===== src/rtl/std_arb_pkg.sv =====
// Shared types and limits for the std_mem_d1 round-robin arbiter.
//   arb_state_e : arbiter FSM states
//   ARB_MAX_REQ : largest supported requester count
package std_arb_pkg;

    localparam int ARB_MAX_REQ = 8;

    typedef enum logic [1:0] {
        IDLE  = 2'd0,
        ISSUE = 2'd1,
        WAIT  = 2'd2,
        RESP  = 2'd3
    } arb_state_e;

endpackage


===== src/rtl/std_rr_pick.sv =====
// Combinational round-robin picker.
//   req    : request vector
//   ptr    : highest-priority index; the search wraps cyclically from here
//   winner : one-hot first set bit at or after ptr (0 if none)
//   any    : at least one request is set
module std_rr_pick #(
    parameter int N  = 4,
    parameter int PW = 2
) (
    input  logic [N-1:0]  req,
    input  logic [PW-1:0] ptr,
    output logic [N-1:0]  winner,
    output logic          any
);

    logic found;

    // Walk priority slots k = 0..N-1; slot k maps to index (ptr+k) mod N.
    always_comb begin
        winner = '0;
        found  = 1'b0;
        for (int k = 0; k < N; k++) begin
            for (int i = 0; i < N; i++) begin
                if (!found && req[i] &&
                    ((int'(ptr) + k == i) || (int'(ptr) + k == i + N))) begin
                    winner[i] = 1'b1;
                    found     = 1'b1;
                end
            end
        end
        any = |req;
    end

endmodule


===== src/rtl/std_mem_d1_arb.sv =====
// Round-robin arbiter sharing one std_mem_d1 port among NUM_REQ requesters.
// One access in flight at a time; go/done handshake per requester.
//   clk, reset             : clock, synchronous active-high reset
//   req_valid/write_en     : per-requester request and direction (1 = write)
//   req_addr/write_data    : packed per-requester operands, slice i = requester i
//   req_done               : one-cycle pulse to the served requester
//   req_read_data          : last completed read result (shared)
//   grant                  : one-hot current owner, 0 when idle
//   mem_*                  : memory port (combinational read, registered write done)
module std_mem_d1_arb
    import std_arb_pkg::*;
#(
    parameter int WIDTH    = 32,
    parameter int IDX_SIZE = 4,
    parameter int NUM_REQ  = 4
) (
    input  logic                        clk,
    input  logic                        reset,
    input  logic [NUM_REQ-1:0]          req_valid,
    input  logic [NUM_REQ-1:0]          req_write_en,
    input  logic [NUM_REQ*IDX_SIZE-1:0] req_addr,
    input  logic [NUM_REQ*WIDTH-1:0]    req_write_data,
    output logic [NUM_REQ-1:0]          req_done,
    output logic [WIDTH-1:0]            req_read_data,
    output logic [NUM_REQ-1:0]          grant,
    output logic [IDX_SIZE-1:0]         mem_addr0,
    output logic [WIDTH-1:0]            mem_write_data,
    output logic                        mem_write_en,
    input  logic [WIDTH-1:0]            mem_read_data,
    input  logic                        mem_done
);

    localparam int PW = (NUM_REQ > 1) ? $clog2(NUM_REQ) : 1;

    if (NUM_REQ < 2 || NUM_REQ > ARB_MAX_REQ) begin : g_bad_num_req
        $error("std_mem_d1_arb: NUM_REQ must be in 2..%0d", ARB_MAX_REQ);
    end

    arb_state_e          state_q, state_d;
    logic [PW-1:0]       ptr_q, ptr_d;
    logic [NUM_REQ-1:0]  grant_q, grant_d;
    logic [WIDTH-1:0]    rdata_q, rdata_d;

    logic [NUM_REQ-1:0]  winner;
    logic                any;
    logic [IDX_SIZE-1:0] sel_addr;
    logic [WIDTH-1:0]    sel_wdata;
    logic                sel_we;
    logic [PW-1:0]       sel_idx;
    logic [PW-1:0]       next_ptr;

    std_rr_pick #(
        .N  (NUM_REQ),
        .PW (PW)
    ) u_pick (
        .req    (req_valid),
        .ptr    (ptr_q),
        .winner (winner),
        .any    (any)
    );

    // Operand mux driven by the latched one-hot grant.
    always_comb begin
        sel_addr  = '0;
        sel_wdata = '0;
        sel_we    = 1'b0;
        sel_idx   = '0;
        for (int i = 0; i < NUM_REQ; i++) begin
            if (grant_q[i]) begin
                sel_addr  = req_addr[i*IDX_SIZE +: IDX_SIZE];
                sel_wdata = req_write_data[i*WIDTH +: WIDTH];
                sel_we    = req_write_en[i];
                sel_idx   = PW'(i);
            end
        end
        next_ptr = (sel_idx == PW'(NUM_REQ - 1)) ? '0 : sel_idx + 1'b1;
    end

    always_comb begin
        state_d = state_q;
        ptr_d   = ptr_q;
        grant_d = grant_q;
        rdata_d = rdata_q;
        case (state_q)
            IDLE: begin
                if (any) begin
                    grant_d = winner;
                    state_d = ISSUE;
                end
            end
            ISSUE: begin
                if (sel_we) begin
                    state_d = WAIT;
                end else begin
                    rdata_d = mem_read_data;
                    state_d = RESP;
                end
            end
            WAIT: begin
                if (mem_done) state_d = RESP;
            end
            RESP: begin
                ptr_d   = next_ptr;
                grant_d = '0;
                state_d = IDLE;
            end
            default: state_d = IDLE;
        endcase
    end

    always_ff @(posedge clk) begin
        if (reset) begin
            state_q <= IDLE;
            ptr_q   <= '0;
            grant_q <= '0;
            rdata_q <= '0;
        end else begin
            state_q <= state_d;
            ptr_q   <= ptr_d;
            grant_q <= grant_d;
            rdata_q <= rdata_d;
        end
    end

    assign grant          = grant_q;
    assign req_read_data  = rdata_q;
    // Reset in RESP abandons the access, so the done pulse is suppressed too.
    assign req_done       = (state_q == RESP && !reset) ? grant_q : '0;
    assign mem_addr0      = (state_q == ISSUE) ? sel_addr  : '0;
    assign mem_write_data = (state_q == ISSUE) ? sel_wdata : '0;
    // Gate with reset so a reset landing in ISSUE never commits a write.
    assign mem_write_en   = (state_q == ISSUE) & sel_we & ~reset;

endmodule

===== config.mk =====
export PLATFORM = sky130hd
export DESIGN_NAME = std_mem_d1_arb
export DESIGN_NICKNAME = d
export VERILOG_FILES = /design/src/rtl/std_arb_pkg.sv /design/src/rtl/std_rr_pick.sv /design/src/rtl/std_mem_d1_arb.sv
export SDC_FILE = /design/constraint.sdc
export NUM_CORES = 1
export LEC_CHECK = 0
export CAP_MARGIN = 20
export CORE_ASPECT_RATIO = 0.5
export CORE_UTILIZATION = 29
export DETAILED_ROUTE_END_ITERATION = 16
export PLACE_DENSITY = 0.89
export SYNTH_ARGS = -nofsm -noshare
export SYNTH_HDL_FRONTEND = slang
export SYNTH_SLANG_ARGS = --single-unit

===== constraint.sdc =====
create_clock -name clk -period 1.7 [get_ports clk]
set_clock_uncertainty 0.05 [all_clocks]
set_input_delay 0.34 -clock clk [delete_from_list [all_inputs] [get_ports clk]]
set_output_delay 0.34 -clock clk [all_outputs]
set_load 0.005 [all_outputs]

Word-level counts from Yosys, hierarchy flattened
Index checks and enable logic that the tools add are counted.
- logic and storage cells: 167
- bits of input ports: 187
- register bits after elaboration: 40
- equality and inequality tests: 30
- add/subtract/negate cells: 4
- mux-type cells: 55
- reductions and logical operators: 70
- bitwise gates (word level): 4
- operators by type and width (cell ; count):
    $eq A32 B4 Y1 const B ; 12
    $eq A32 B3 Y1 const B ; 6
    $mux W32 ; 5
    $logic_not A32 Y1 ; 4
    $eq A32 B2 Y1 const B ; 3
    $mux W1 ; 36
    $logic_and A1 B1 Y1 ; 32
    $mux W4 ; 7
    $logic_not A1 Y1 ; 16
    $logic_or A1 B1 Y1 ; 12
    $eq A2 B2 Y1 const B ; 5
    $mux W2 ; 5
    $pmux W2 S4 ; 1
    $pmux W4 S2 ; 1
    $add A2 B2 Y3 const B ; 2
    $reduce_and A2 Y1 ; 3
    $eq A2 B1 Y1 const B ; 2
    $ne A2 B2 Y1 const B ; 2
    $reduce_or A4 Y1 ; 1
    $add A2 B1 Y3 const B ; 1
    $add A2 B1 Y2 const B ; 1
    $and A1 B1 Y1 ; 2
    $logic_not A2 Y1 ; 1
    $not A1 Y1 ; 2
    $reduce_bool A2 Y1 ; 1

Depth between registers and ports, before layout
Gate-level depths: netlist of the first run.
- depth after elaboration: 65
- gate-level depth with buffers: 7
- mapped depth without buffers: 6

Hierarchy
From an unflattened synthesis of the first run, not the netlist that was laid out.
- cells, all modules: 389
- area total of the unflattened synthesis: 2925.3 µm²
- by module, submodules not included (module ; sequential area each (µm²) ; area an instance (µm²) ; instances ; cells each):
    std_mem_d1_arb ; 800.8 ; 2824.0 ; 1 ; 372
    std_rr_pick ; 0.0 ; 101.3 ; 1 ; 17

Worst setup path after synthesis of the first run
No wires, ideal clock.
- kind: register to output
- start point: reg state_q[1]
- end point: out mem_write_data[0]
- arrival: 1416 ps
- setup slack: -106 ps
- required time: 1310 ps
- stages on the path, launching flop included: 7
- buffers on the path: 2
- cells stage by stage: dfxtp_1 > inv_1 > ha_1 > nor2b_1 > clkbuf_1 > clkbuf_1 > a22o_1
- word-level cells in the longest chain between the ends: 2
- ends and longest elaborated chain (item ; RTL line ; source):
    start: declaration ; std_mem_d1_arb.sv:39 ; arb_state_e state_q, state_d;
    start signal: assignment ; std_mem_d1_arb.sv:118 ; state_q <= state_d;
    $eq A2 B1 Y1 ; std_mem_d1_arb.sv:130 ; assign mem_write_data = (state_q == ISSUE) ? sel_wdata : '0;
    $mux W32 ; std_mem_d1_arb.sv:130 ;
    end: declaration ; std_mem_d1_arb.sv:27 ; output logic [WIDTH-1:0] mem_write_data,
Every way passes these cells.

Worst setup path in the final report of the first run
- start point: reg grant_q[1], in the netlist grant[1]
- end point: out mem_write_data[16]
- word-level cells in the longest chain between the ends: 4
- ends and longest elaborated chain (item ; RTL line ; source):
    start: declaration ; std_mem_d1_arb.sv:41 ; logic [NUM_REQ-1:0] grant_q, grant_d;
    start signal: assignment ; std_mem_d1_arb.sv:120 ; grant_q <= grant_d;
    $mux W32 (3 in series) ; std_mem_d1_arb.sv:69 ; if (grant_q[i]) begin
    $mux W32 ; std_mem_d1_arb.sv:130 ;
Every way passes these cells.

==> impl_results.md, run 1 <==
* Post-Route WL at approximately 14000 um
* Crit path kind: reg -> out
* Arrival @ worst endpoint at approximately 1.7 ns
* CP endpoint kind: output pin
* Dpl ws at -0.523 ns
* Yosys cell types at 34
* Post-synth EDFFs at 0
* Synth Area in Adders at 0.0202
* Multiplexer share of the synthesized area at 0.113
* Fin crit share at 1.21
* Fmax at 0.488 GHz
* Synth area leader: dfxtp_1
* Die H at roughly 75 um
* Net Sw Frac at 0.345
* Starting Density at 0.301
* Mapped Area at 0.00309 sq mm
* Util after Layout at 0.682
* Later-pin clock latency in the skew report at about 0.28 ns
* PD cells at between 1000 and 1500 mW/mm^2
* Switching power at between 2 and 3 mW
* CP Launch Type: flop
* Reg power frac at 0.183
* RSZ-0062 raised after global routing: yes
* Clk pin slew, worst setup/hold paths at 0.06 ns
* Gr ovfl total at 0
* Sequential fraction of the synthesis area at 0.259
* Row cnt at 26
* Leakage at about 2.8 nW
* Combinational Power Share at 0.688
* Number of CTS-inserted buffers at 5
* Layout cells sized above 1 at 0.278
* Die area at ~0.011 sq mm
* Placed instance count at 785
* Synth async-reset ratio at 0
* Largest family of logic cells by synthesized area: compound AO/OA/AOI/OAI gates
* Area share of the leading cell type in the synthesized netlist at 0.259
* Post-synthesis simple-gate area fraction at 0.237
* CORE AREA at about 0.01 sq mm
* Gpl congestion at 0.895
* Initial antenna violation count at 0
* Global-route wire length before repair at just over 20000 um
* Vias/cell at approximately 5
* HPWL Detailed at roughly 9400 um
* Drt pass-1 iters at 4
* Die Width at 148 um
* Number of global-route vias before repair at 3900
* Worst min path class: reg -> reg
* Max clock buf depth at 2
* Synth Flop Type: dfxtp_1
* Worst EP required at about 1.3 ns
* Area delta synth->final at 127%
* Worst-Margin Slew at ~0.45 ns
* Clock power share at 0.129
* Number of remaining DRC errors at 0
* Failing checks: setup timing
* Compound-Gate Fraction of Synth Area at 0.302
* Max-slew violations at 0
* Sink Count at 40
* Area contributors post-synth: dfxtp_1 (26%), nand2b_1 (13%), mux2i_1 (11%), a22o_1 (10%), a22oi_1 (8.7%)
* Syn avg cell area at slightly below 8 sq um
* Final Setup Violations at between 70 and 80
* CTS tree: built
* Slew margin rel. at 0.703
* Syn Inst Count at ~390
* Status: complete, but fails checks
* Initial DRC Count at 169
* Largest net degree at the start of global routing at between 60 and 70
* IO Pins at 264
* H-tree depth at 2
* Post-layout min period at 2.05 ns
* Yosys reg bits at 40
* Ys Warns at 0
* Via count at a little over 4000
* Worst Setup Slack, final at -0.350 ns
* CTS Hold Bufs at 0
* GRT Total Usage at 0.231
* Final hold viol count at 0
* Root buffer cell: clkbuf_16
* Worst hold slack at 0.421 ns
* Buffers on Ports at between 200 and 300
* Post-Synth XOR/XNOR Area at 0
* Max FO, Critical Path at 5
* Drt wl/cell at 16.9 um
* Internal cell power at 4.90 mW
* Max_cap viols at 0
* NumNets Final at 892
* Maximum vdd drop at 577 uV
* Syn_nets at between 500 and 600
* Number of diodes at 0
* Post-Layout Cell Count at 841
* Post-DRT Antenna Nets at 0
## sequential cells by signal, summed over array words and instances, names as in the netlist
name	count
grant	4
ptr_q	2
state_q	2
req_read_data	32
## final timing paths
kind | from | end | slack (ns) | depth (start not counted)
setup / recovery | grant[1]$_SDFFE_PP0P_ | mem_write_data[16] | -0.35 | 7
hold / removal | req_read_data[19]$_SDFFE_PP0P_ | req_read_data[19]$_SDFFE_PP0P_ | 0.42 | 2
setup reg to reg | grant[1]$_SDFFE_PP0P_ | req_read_data[8]$_SDFFE_PP0P_ | -0.19 | 9
hold reg to reg | req_read_data[19]$_SDFFE_PP0P_ | req_read_data[19]$_SDFFE_PP0P_ | 0.42 | 2
## layer usage
metal | routed length [um] | track usage | vias up | part of all wire
met1 | 5850 | 0.277 | 1977 | 0.41
met3 | 700 | 0.0333 | 18 | 0.049
met5 | 0 | 0 | - | 0
met2 | 7460 | 0.443 | 138 | 0.53
li1 | - | - | 2019 | -
met4 | 204 | 0.0550 | 0 | 0.014
## placed cells by master (no fill, tap or decap), types with 3 or more instances in the layout
cell type          n
clkdlybuf4s50_1  217
nand2b_1          64
nand2_1           40
buf_2             40
a22o_1            36
mux2i_1           34
dfxtp_1           34
a22oi_2           30
buf_6             30
buf_4             30
o21ai_1           26
nor2_1            11
o21ai_2           10
buf_12            10
clkbuf_16          7
a22oi_1            6
nor2b_1            6
a21oi_1            5
nor2b_4            4
buf_16             4
buf_8              4
and2_4             3
o21bai_1           3
ha_4               3
dfxtp_2            3
dfxtp_4            3
dlymetal6s2s_1     3
## cell usage after synthesis (2+ instances only)
library cell	number
nand2b_1	64
dfxtp_1	40
nand2_1	40
a22o_1	36
a22oi_1	36
mux2i_1	35
clkbuf_1	27
o21ai_1	21
o21ai_0	16
nor2_1	11
nor2b_1	10
buf_2	7
a21oi_1	5
and2_1	5
buf_6	5
ha_1	5
inv_1	4
o21bai_1	3
a211oi_2	2
a32oi_1	2
o2111ai_1	2
## repair_timing
action / 4_1_cts / 5_1_grt
setup endpoints to repair: 48 / 81
gates resized for setup: 264 / 41
buffers inserted: 31 / 15
gates cloned: 10 / 2
pin swaps: 91 / 67
## final cells by class
cell class | instances | area [sq um]
clock buffer | 6 | 139
clock inverter | 2 | 15.0
fill | 784 | 3260
inverter | 4 | 15.0
multi-input combinational | 305 | 2380
sequential | 40 | 816
tap | 140 | 175
timing repair buffer | 344 | 3480
## power by group through the flow
| stage | Sequential [mW] | Combinational [mW] | Clock (mW) |
|---|---|---|---|
| 2_1_floorplan | 1.39 | 1.77 | 0 |
| 3_3_place_gp | 1.36 | 3.52 | 0 |
| 3_5_place_dp | 1.37 | 3.60 | 0 |
| 4_1_cts | 1.37 | 4.78 | 0.990 |
| 5_1_grt | 1.40 | 5.47 | 1.03 |
| 6_report | 1.37 | 5.15 | 0.966 |
## critical path, cell delays in order (launching register included)
cell     delay (ns)
dfxtp_4        0.36
nor2b_4        0.24
buf_6          0.15
buf_4          0.12
a22oi_1        0.08
o21ai_1        0.18
a22o_1         0.14
buf_2          0.10
## cell families (layout without fill, tap and decap cells)
kind of cell | after synthesis | after routing
simple gates | 135 | 135
compound gates | 130 | 130
buf+inv | 44 | 356
flops | 40 | 40
mux | 35 | 35
fa+ha+maj | 5 | 5
## per-stage QoR
| stage | TNS, ns | instance area (sq um) | power [mW] |
|---|---|---|---|
| finish | -16.08 | 7020 | 7.48 |
| global route | -20.86 | 7020 | 7.89 |
| CTS | -20.05 | 6810 | 7.14 |
| detailed placement | -24.32 | 6060 | 4.96 |
| global placement | -23.17 | 6060 | 4.88 |
| floorplan | 0 | 3110 | 3.15 |
Note: power is estimated with default switching activity, not from simulation.
==> inputs of run 2 (changes only) <==
--- a/config.mk
+++ b/config.mk
@@ -7,9 +7,11 @@
 export LEC_CHECK = 0
 export CAP_MARGIN = 20
 export CORE_ASPECT_RATIO = 0.5
+export CORE_MARGIN = 5
 export CORE_UTILIZATION = 29
 export DETAILED_ROUTE_END_ITERATION = 16
 export PLACE_DENSITY = 0.89
+export SLEW_MARGIN = 20
 export SYNTH_ARGS = -nofsm -noshare
 export SYNTH_HDL_FRONTEND = slang
 export SYNTH_SLANG_ARGS = --single-unit
==> run 2 against run 1 <==
- the flow still finishes with violations (setup timing)
- critical endpoint is now mem_write_data[3]
- core utilization down 1.6 points
- sequential cell count unchanged
- sequential power about the same
- non-clock buffer count down 13
- clock power up 13%
- largest power group unchanged
- critical path depth up 1
- die area up 17%
- sequential share of layout area up 0.25 points
- final area down 2.1%
- register-to-register slack better by 0.17 ns
- power down 2.4%
- setup slack worse by 0.0066 ns
==> impl_results.md, run 2 (synthesis results as in run 1) <==
* Status: complete, but fails checks
* Failing checks: setup timing
* Reg area at 816 sq um (unchanged)
* Dpl ws at -0.528 ns (-0.00523 ns)
* Hold wc startpoint: req_read_data[22]$_SDFFE_PP0P_
* Fillers at 831 (+6.0%)
* IO Pins at 264 (unchanged)
* CP endpoint kind: output pin
* Post-Route WL at 15400 um (+8.5%)
* PD cells at 1060 mW/mm^2 (-0.36%)
* Initial antenna violation count at 0 (unchanged)
* Root buffer cell: clkbuf_16
* Starting Density at 0.300 (-0.000950)
* Drt pass-1 iters at 4 (unchanged)
* Clk pin slew, worst setup/hold paths at 0.06 ns (about the same)
* Buffers on Ports at 263 (unchanged)
* Later-pin clock latency in the skew report at 0.28 ns (about the same)
* Number of global-route vias before repair at 4276 (+9.6%)
* Gpl congestion at 0.899 (+0.45%)
* Worst Setup Slack, final at -0.356 ns (-0.00657 ns)
* Area delta synth->final at 122%
* NumNets Final at 879 (-1.5%)
* CTS Hold Bufs at 0 (unchanged)
* Gr ovfl total at 0 (unchanged)
* Fmax at 0.486 GHz (-0.32%)
* Post-Layout Cell Count at 828 (-1.5%)
* Worst EP required at 1.31 ns (about the same)
* Worst-Margin Slew at 0.509 ns (+0.0639 ns)
* Reg-to-Reg Start: grant[2]$_SDFFE_PP0P_
* Max FFs per register at 32 (unchanged)
* Max clock buf depth at 2 (unchanged)
* Arrival @ worst endpoint at 1.67 ns (about the same)
* CORE AREA at 0.0103 sq mm (+0.32%)
* Worst reg2reg path depth at 6 (-3)
* Number of remaining DRC errors at 0 (unchanged)
* Fin crit share at 1.21 (+0.00387)
* Die area at 0.0130 sq mm (+17%)
* RSZ-0062 raised after global routing: yes
* Leakage at 2.74 nW (-3.3%)
* Number of CTS-inserted buffers at 5 (unchanged)
* CP Launch Type: flop
* Post-layout min period at 2.06 ns (+0.00657 ns)
* Via count at 4120 (-0.77%)
* Global-route wire length before repair at 23100 um (+14%)
* Row cnt at 26 (unchanged)
* Post-DRT Antenna Nets at 0 (unchanged)
* H-tree depth at 2 (unchanged)
* Setup TNS Final at -11.54 ns (+4.54 ns)
* Commonest non-fill, non-tap cell in the layout: clkdlybuf4s50_1
* Crit path kind: reg -> out
* Vias/cell at 4.98 (+0.79%)
* Drt wl/cell at 18.6 um (+10%)
* Final Setup Violations at 56 (-22%)
* GRT Total Usage at 0.219 (-0.0120)
* Worst min path class: reg -> reg
* Initial DRC Count at 253 (+50%)
* Max-slew violations at 0 (unchanged)
* Maximum vdd drop at 671 uV (+16%)
* Placed instance count at 783 (-0.25%)
* Most frequent cells in the layout: clkdlybuf4s50_1 (218), nand2b_1 (64), buf_2 (42)
* Crit path from: state_q[1]$_SDFFE_PP0P_
* Slew margin rel. at 0.661 (-0.0426)
* Hold path depth at 2 (unchanged)
* Max_cap viols at 0 (unchanged)
* HPWL Detailed at 10500 um (+12%)
* Number of diodes at 0 (unchanged)
* Sink Count at 40 (unchanged)
* Footprint of the multi-input gates at 0.00229 sq mm (-3.8%)
* Max FO, Critical Path at 5 (unchanged)
* Final hold viol count at 0 (unchanged)
* Largest net degree at the start of global routing at 73 (+9.0%)
* Die Width at 156 um (+5.4%)
* Layout cells sized above 1 at 0.238 (-0.0398)
* Die H at 83.0 um (+11%)
* CTS tree: built
## run 2: final timing paths
| check | endpoint | slack [ns] |
|---|---|---|
| setup / recovery | mem_write_data[3] | -0.36 |
| hold / removal | req_read_data[22]$_SDFFE_PP0P_ | 0.42 |
| setup reg to reg | req_read_data[17]$_SDFFE_PP0P_ | -0.02 |
| hold reg to reg | req_read_data[22]$_SDFFE_PP0P_ | 0.42 |
## run 2: final cells by class
class,instances,share of cell area
clock inverters,3,0.00674
well taps,140,0.0255
flip-flops and latches,40,0.119
multi-input cells,305,0.333
clock buffers,5,0.0182
inverters,4,0.00219
repair buffers,331,0.495
## run 2: where the power goes
part           switching [mW]  internal, mW  leakage (nW)
Sequential              0.172          1.21         0.330
Clock                   0.395         0.698        0.0804
Combinational            1.93          2.90          2.33
Total                    2.50          4.80          2.74
## run 2: metal layers
layer | GRT usage | wire length [um] | vias to the layer above
met5 | 0 | 0 | -
met4 | 0.0485 | 278 | 0
met3 | 0.0436 | 1260 | 23
met2 | 0.405 | 7780 | 186
met1 | 0.260 | 6100 | 1910
li1 | - | - | 2001
## run 2: stage by stage
step | utilization | hold WS (ns) | total power, mW | instance area (sq um)
detailed placement | 0.585 | 0.414 | 4.97 | 6040
global placement | 0.585 | 0.406 | 4.89 | 6040
finish | 0.666 | 0.423 | 7.30 | 6870
global route | 0.666 | 0.437 | 7.74 | 6870
CTS | 0.653 | 0.427 | 7.21 | 6730
floorplan | - | 0.415 | 3.15 | 3110
## run 2: repair_timing
action                                  in CTS  in global routing
pin swaps                                   47                 20
gates cloned                                12                  4
endpoints found under the setup margin      45                 71
resized for setup                          248                 11
buffers inserted                            21                  1
## run 2: critical path, stage by stage (launching register included)
cell	delay, ns
dfxtp_2	0.33
inv_2	0.05
ha_4	0.16
nor2b_4	0.13
buf_6	0.13
buf_12	0.13
buf_6	0.12
a22o_1	0.20
buf_2	0.13
